==> config.mk <==
export PLATFORM = sky130hd
export DESIGN_NAME = addr_decoder
export DESIGN_NICKNAME = d
export VERILOG_FILES = /design/src/rtl/addr_decoder.sv
export SDC_FILE = /design/constraint.sdc
export NUM_CORES = 1
export LEC_CHECK = 0
export ABC_AREA = 1
export CAP_MARGIN = 25
export CORE_AREA = 2 2 87 89
export DETAILED_ROUTE_END_ITERATION = 10
export DIE_AREA = 0 0 89 91
export PLACE_DENSITY = 0.86
export SYNTH_ARGS = -nofsm -noshare
export SYNTH_HDL_FRONTEND = slang
export SYNTH_SLANG_ARGS = --single-unit
==> constraint.sdc <==
create_clock -name clk -period 2.9 [get_ports clk]
set_input_delay 0.435 -clock clk [delete_from_list [all_inputs] [get_ports clk]]
set_output_delay 0.435 -clock clk [all_outputs]
set_load 0.02 [all_outputs]
==> src/rtl/addr_decoder.sv <==
// CPU memory-map decoder for the vector-arcade core: routes core accesses to five
// memory/peripheral buses, muxes read data back, and generates vector-generator strobes.
module addr_decoder (
    input  logic            clk,
    input  logic            rst,
    input  logic            clk_en,
    input  logic [15:0]     addr,
    input  logic [7:0]      dataFromCore,
    input  logic            we,
    input  logic [4:0][7:0] dataFromBram,
    input  logic            halt,
    input  logic            clk_3KHz,
    input  logic            self_test,
    input  logic [15:0]     option_switch,
    input  logic            coin,
    output logic [7:0]      dataToCore,
    output logic [4:0][15:0] addrToBram,
    output logic [4:0][7:0] dataToBram,
    output logic [4:0]      weEnBram,
    output logic            vggo,
    output logic            vgrst
);

    localparam int unsigned BRAM_PROG_RAM = 0;
    localparam int unsigned BRAM_PROG_ROM = 1;
    localparam int unsigned BRAM_VECTOR   = 2;
    localparam int unsigned BRAM_MATH     = 3;
    localparam int unsigned BRAM_POKEY    = 4;

    typedef enum logic [3:0] {
        SRC_NONE,
        SRC_PROG_RAM,
        SRC_PROG_ROM,
        SRC_VECTOR,
        SRC_MATH,
        SRC_POKEY,
        SRC_IN0,
        SRC_DSW0,
        SRC_DSW1
    } src_e;

    logic [14:0] a;
    assign a = addr[14:0];

    logic hit_ram, hit_rom, hit_vec, hit_math_rd, hit_math_wr, hit_pokey;
    logic hit_in0, hit_dsw0, hit_dsw1, hit_vggo, hit_vgrst;

    always_comb begin
        hit_ram     = (a <= 15'h07FF);
        hit_in0     = (a == 15'h0800);
        hit_dsw0    = (a == 15'h0A00);
        hit_dsw1    = (a == 15'h0C00);
        hit_vggo    = (a == 15'h1200);
        hit_vgrst   = (a == 15'h1600);
        hit_math_rd = (a >= 15'h1800) && (a <= 15'h181F);
        hit_math_wr = (a >= 15'h1860) && (a <= 15'h187F);
        hit_pokey   = ((a >= 15'h1820) && (a <= 15'h182F)) || (a == 15'h1840);
        hit_vec     = (a >= 15'h2000) && (a <= 15'h3FFF);
        hit_rom     = (a >= 15'h5000) && (a <= 15'h7FFF);
    end

    always_comb begin
        for (int unsigned i = 0; i < 5; i++) begin
            addrToBram[i] = addr;
            dataToBram[i] = dataFromCore;
        end
        weEnBram                = '0;
        weEnBram[BRAM_PROG_RAM] = we && hit_ram;
        weEnBram[BRAM_VECTOR]   = we && hit_vec;
        weEnBram[BRAM_MATH]     = we && hit_math_wr;
        weEnBram[BRAM_POKEY]    = we && hit_pokey;
    end

    src_e       src_dec;
    logic [7:0] in0_val;

    always_comb begin
        src_dec = SRC_NONE;
        if (hit_ram)          src_dec = SRC_PROG_RAM;
        else if (hit_rom)     src_dec = SRC_PROG_ROM;
        else if (hit_vec)     src_dec = SRC_VECTOR;
        else if (hit_math_rd) src_dec = SRC_MATH;
        else if (hit_pokey)   src_dec = SRC_POKEY;
        else if (hit_in0)     src_dec = SRC_IN0;
        else if (hit_dsw0)    src_dec = SRC_DSW0;
        else if (hit_dsw1)    src_dec = SRC_DSW1;
        in0_val = {clk_3KHz, halt, 1'b1, self_test, 1'b1, 1'b1, ~coin, 1'b1};
    end

    src_e       src_q, src_d;
    logic [7:0] io_q, io_d;
    logic       vggo_q, vggo_d;
    logic       vgrst_q, vgrst_d;

    // I/O values are captured alongside the select so they line up with the memory latency.
    always_comb begin
        src_d   = src_q;
        io_d    = io_q;
        vggo_d  = vggo_q;
        vgrst_d = vgrst_q;
        if (clk_en) begin
            src_d   = src_dec;
            vggo_d  = we && hit_vggo;
            vgrst_d = we && hit_vgrst;
            unique case (src_dec)
                SRC_IN0:  io_d = in0_val;
                SRC_DSW0: io_d = option_switch[7:0];
                SRC_DSW1: io_d = option_switch[15:8];
                default:  io_d = '0;
            endcase
        end
    end

    always_ff @(posedge clk) begin
        if (rst) begin
            src_q   <= SRC_NONE;
            io_q    <= '0;
            vggo_q  <= 1'b0;
            vgrst_q <= 1'b0;
        end else begin
            src_q   <= src_d;
            io_q    <= io_d;
            vggo_q  <= vggo_d;
            vgrst_q <= vgrst_d;
        end
    end

    always_comb begin
        dataToCore = '0;
        unique case (src_q)
            SRC_PROG_RAM: dataToCore = dataFromBram[BRAM_PROG_RAM];
            SRC_PROG_ROM: dataToCore = dataFromBram[BRAM_PROG_ROM];
            SRC_VECTOR:   dataToCore = dataFromBram[BRAM_VECTOR];
            SRC_MATH:     dataToCore = dataFromBram[BRAM_MATH];
            SRC_POKEY:    dataToCore = dataFromBram[BRAM_POKEY];
            SRC_IN0, SRC_DSW0, SRC_DSW1: dataToCore = io_q;
            default:      dataToCore = '0;
        endcase
    end

    assign vggo  = vggo_q;
    assign vgrst = vgrst_q;

endmodule

==> impl_summary.md <==
Outcome
The run finished with clean final reports.

STA
The transition time at the pin with the least slew margin is 0.631 ns. The final critical delay including setup and external delays is 2.70 ns. In the finished design, the share of the clock period the worst path needs comes to 93.1%.

Measured against its own limit, the worst slew margin works out to 57.8%. The fmax is 371 MHz. The final number of hold-violating endpoints is 0. Setup repair after global routing left no endpoint under its margin. Clock skew on the completed layout was measured at 0 ns. For the final routed database, the setup TNS stands at 0 ns. The max-slew violation count is 0. Setup violations remaining at the end of the flow were counted as 0.

Floorplan
The floorplan step defined a die boundary enclosing 8100 µm². The height of the chip is 91 µm. The floorplan row count is 31. The boundary pin count is 223. The area inside the core boundary is 7140 µm². The starting utilization of the core area is 32.3%. From left edge to right edge, the die measures 89 µm.

Clock tree
The CTS sink count is 14. The clock tree root driver cell is clkbuf_8. For the worst-skew pair, the clock arrives at the later sink with an insertion delay of 0.24 ns. Hold repair after CTS inserted 0 buffers. After clock tree synthesis, the clock-pin slew on the worst setup and hold paths is 0.05 ns. The clock tree from TritonCTS is yes. The TritonCTS buffer count is 3. The deepest clock path buffer count is 2. The maximum level of the CTS H-tree is 1.

Logic synthesis
Dividing the synthesized area by the synthesized cell count gives 6.47 µm². The sequential element share of the synthesized area is 12.1%. The Yosys step of the flow raised 0 warnings. The cell area that synthesis handed to floorplanning was 2310 µm². Yosys mapped the design onto 30 distinct sky130hd cell types. Counting every net in the synthesized netlist gives 445. After synthesis the netlist holds a flip-flop and latch count of 14. The number of standard cells after synthesis is 357.

Power and ir drop
Power spread over the standard cell area amounts to 242 nW/µm². The combinational cell fraction of total power is 57.0%. The completed layout was analyzed and its total power is 0.000811 W.

For this design the static power due to leakage is 1.39 nW. Of the total power, the share spent switching nets is 34.2%. VDD sags by at most 96.8 µV. In this run the power spent charging and discharging nets is 0.000278 W. The internal portion of total power is 0.000534 W.

In this run, flip-flops and latches consume 24.6% of the power. The clock share of power is 18.5%.

Critical path
The largest individual stage delay along the critical path comes from the cell clkdlybuf4s50_1. STA classifies the critical path endpoint as an output pin. Counting stages on the worst path, the most repeated cell is nand2_1.

The kind of launch point of the worst setup path is an input pin. Walking the worst path, the cells encountered are clkdlybuf4s50_1 -> nor2_1 -> nand3_1 -> nor2_2 -> nand4_1 -> nand2_1 -> nand2_1 -> a21oi_1 -> dlygate4sd2_1. Data arrives at the worst endpoint at 2.26 ns. The startpoint-to-endpoint class of the critical path is input pin to output pin.

In this design, the largest share of critical-path delay is due to simple AND/OR/NAND/NOR gates. The maximum single-stage delay on the critical path is 0.42 ns. The critical path required time is 2.47 ns. The number of buffers and inverters on the critical path is 2. In this run the worst path has a maximum fanout of 5.

Final layout
The summed area of non-filler cells in the final layout is 3350 µm². In the layout the commonest cells are clkdlybuf4s50_1 (165), nand2_1 (66), nand3_1 (49). The final layout net count is 511. The final core area utilization is 46.9%. The number of inserted filler cells in the final layout is 722. The register area is 280 µm².

The library cell used most frequently in the layout, excluding fill and tap cells, is clkdlybuf4s50_1. From synthesis to final layout, the design area changed by 45.1%. The number of antenna repair diodes is 0. Summing all multi-input logic gate instances after layout gives 980 µm². The share of cells above drive strength 1 is 10.7%.

Place
The placed wire-length estimate after detailed placement is 5.70 mm. The placed instances occupy a cell area of 3300 µm². At the end of routability-driven placement, the weighted congestion stood at 0.850. The count of input and output buffers is 167.

Drt
For this block, the initial DRC count from the detailed router was 106. The post-route antenna net violation count is 0. The routed design has 6.82 mm of wire.

The first detailed-routing pass ran for 4 iterations. For this run, design rule violations remaining after detail routing come to 0. The via density per instance is 4.52.

Detailed routing inserted a total of 2,348 vias. The average wire per standard cell is 13.1 µm.

GRT
The combined global-route utilization of all metal layers is 15.4%. Global routing finished with a remaining overflow of 0. Entering global routing, the biggest net connects 26 pins.

The initial antenna violation count is 0. The via count of the first global-routing pass is 2,198. The global-route wire length before repair is 10.1 mm.

Worst hold path
The min-delay analysis places its worst path in the category flop to flop.

Job
The max-capacitance violation count is 0.
worst min-delay path, stage by stage (launching register included):
cell and delay [ns]:
dfxtp_1 0.31, nand2_1 0.06, a21oi_1 0.06
metrics by stage:
step,setup WS (ns),instances,hold slack (ns)
5_1_grt,0.0182,520,0.500
4_1_cts,0.0519,520,0.478
3_3_place_gp,-0.0282,517,0.456
3_5_place_dp,-0.0663,517,0.469
6_report,0.201,520,0.470
2_1_floorplan,0.583,357,0.444
power groups by stage:
| stage | sequential, W | combinational (W) | clock, W |
|---|---|---|---|
| after floorplan | 0.000202 | 0.000336 | 0 |
| after global placement | 0.000203 | 0.000457 | 0 |
| after detailed placement | 0.000203 | 0.000463 | 0 |
| after CTS | 0.000199 | 0.000465 | 0.000154 |
| after global routing | 0.000200 | 0.000491 | 0.000162 |
| final | 0.000199 | 0.000462 | 0.000150 |
synthesized netlist by cell type:
cell	number	area, µm²
buf_4	121	908
nand2_1	66	248
nand3_1	49	245
inv_1	24	90.1
nor2_1	15	56.3
dfxtp_1	14	280
a21oi_1	10	50.1
nand4_1	9	56.3
a21oi_2	7	61.3
a221oi_1	6	52.6
nor2_2	5	31.3
nor3_1	5	25.0
buf_6	3	33.8
nand2_2	3	18.8
a32o_1	2	20.0
inv_2	2	7.51
nor2_4	2	22.5
o21ai_1	2	10.0
a2111oi_0	1	8.76
a22oi_1	1	7.51
buf_1	1	3.75
buf_2	1	5.00
clkinv_1	1	3.75
conb_1	1	3.75
nand3b_1	1	7.51
nor3_4	1	16.3
o211ai_1	1	7.51
o211ai_2	1	12.5
o21bai_1	1	7.51
o31ai_1	1	7.51
metal layers:
layer / global-route usage (%) / routed length [µm] / vias up
met4: 3.61 / 57 / 0
met5: 0 / 0 / -
met3: 2.73 / 589 / 7
li1: - / - / 1184
met2: 28.3 / 3410 / 113
met1: 18.2 / 2770 / 1044
sequential cells by signal (all words and copies together), names as in the netlist:
name   cells
src_q      4
vggo       1
io_q       8
vgrst      1
cell type report:
type / instances / area share, %
sequential: 14 / 8.37
inverter: 27 / 3.03
timing repair buffer: 187 / 54.4
clock buffer: 3 / 1.23
multi-input combinational: 190 / 29.2
tap: 99 / 3.70
path summary, 6_finish.rpt:
kind | startpoint | end | slack (ns) | depth (start not counted)
max | addr[9] | weEnBram[4] | 0.20 | 9
min | vgrst | vgrst | 0.47 | 2
max reg2reg | src_q[1] | src_q[1] | 2.10 | 4
min reg2reg | vgrst | vgrst | 0.47 | 2
timing repair:
| action | 4_1_cts | 5_1_grt |
|---|---|---|
| pin swaps | 0 | 0 |
| hold endpoints to repair | 0 | 0 |
| resized for setup | 1 | 3 |
| setup buffers | 0 | 0 |
| endpoints found under the setup margin | 1 | 1 |
cells by family (layout without fill, tap and decap cells):
logic type             count (synthesis)  after routing  share of synthesized area (%)
AO/OA/AOI/OAI                         33             33                           10.6
other                                  1              1                          0.162
flip-flops                            14             14                           12.1
AND/OR/NAND/NOR                      156            156                           31.5
buffers and inverters                153            217                           45.6
(Power assumes the default switching activity.)
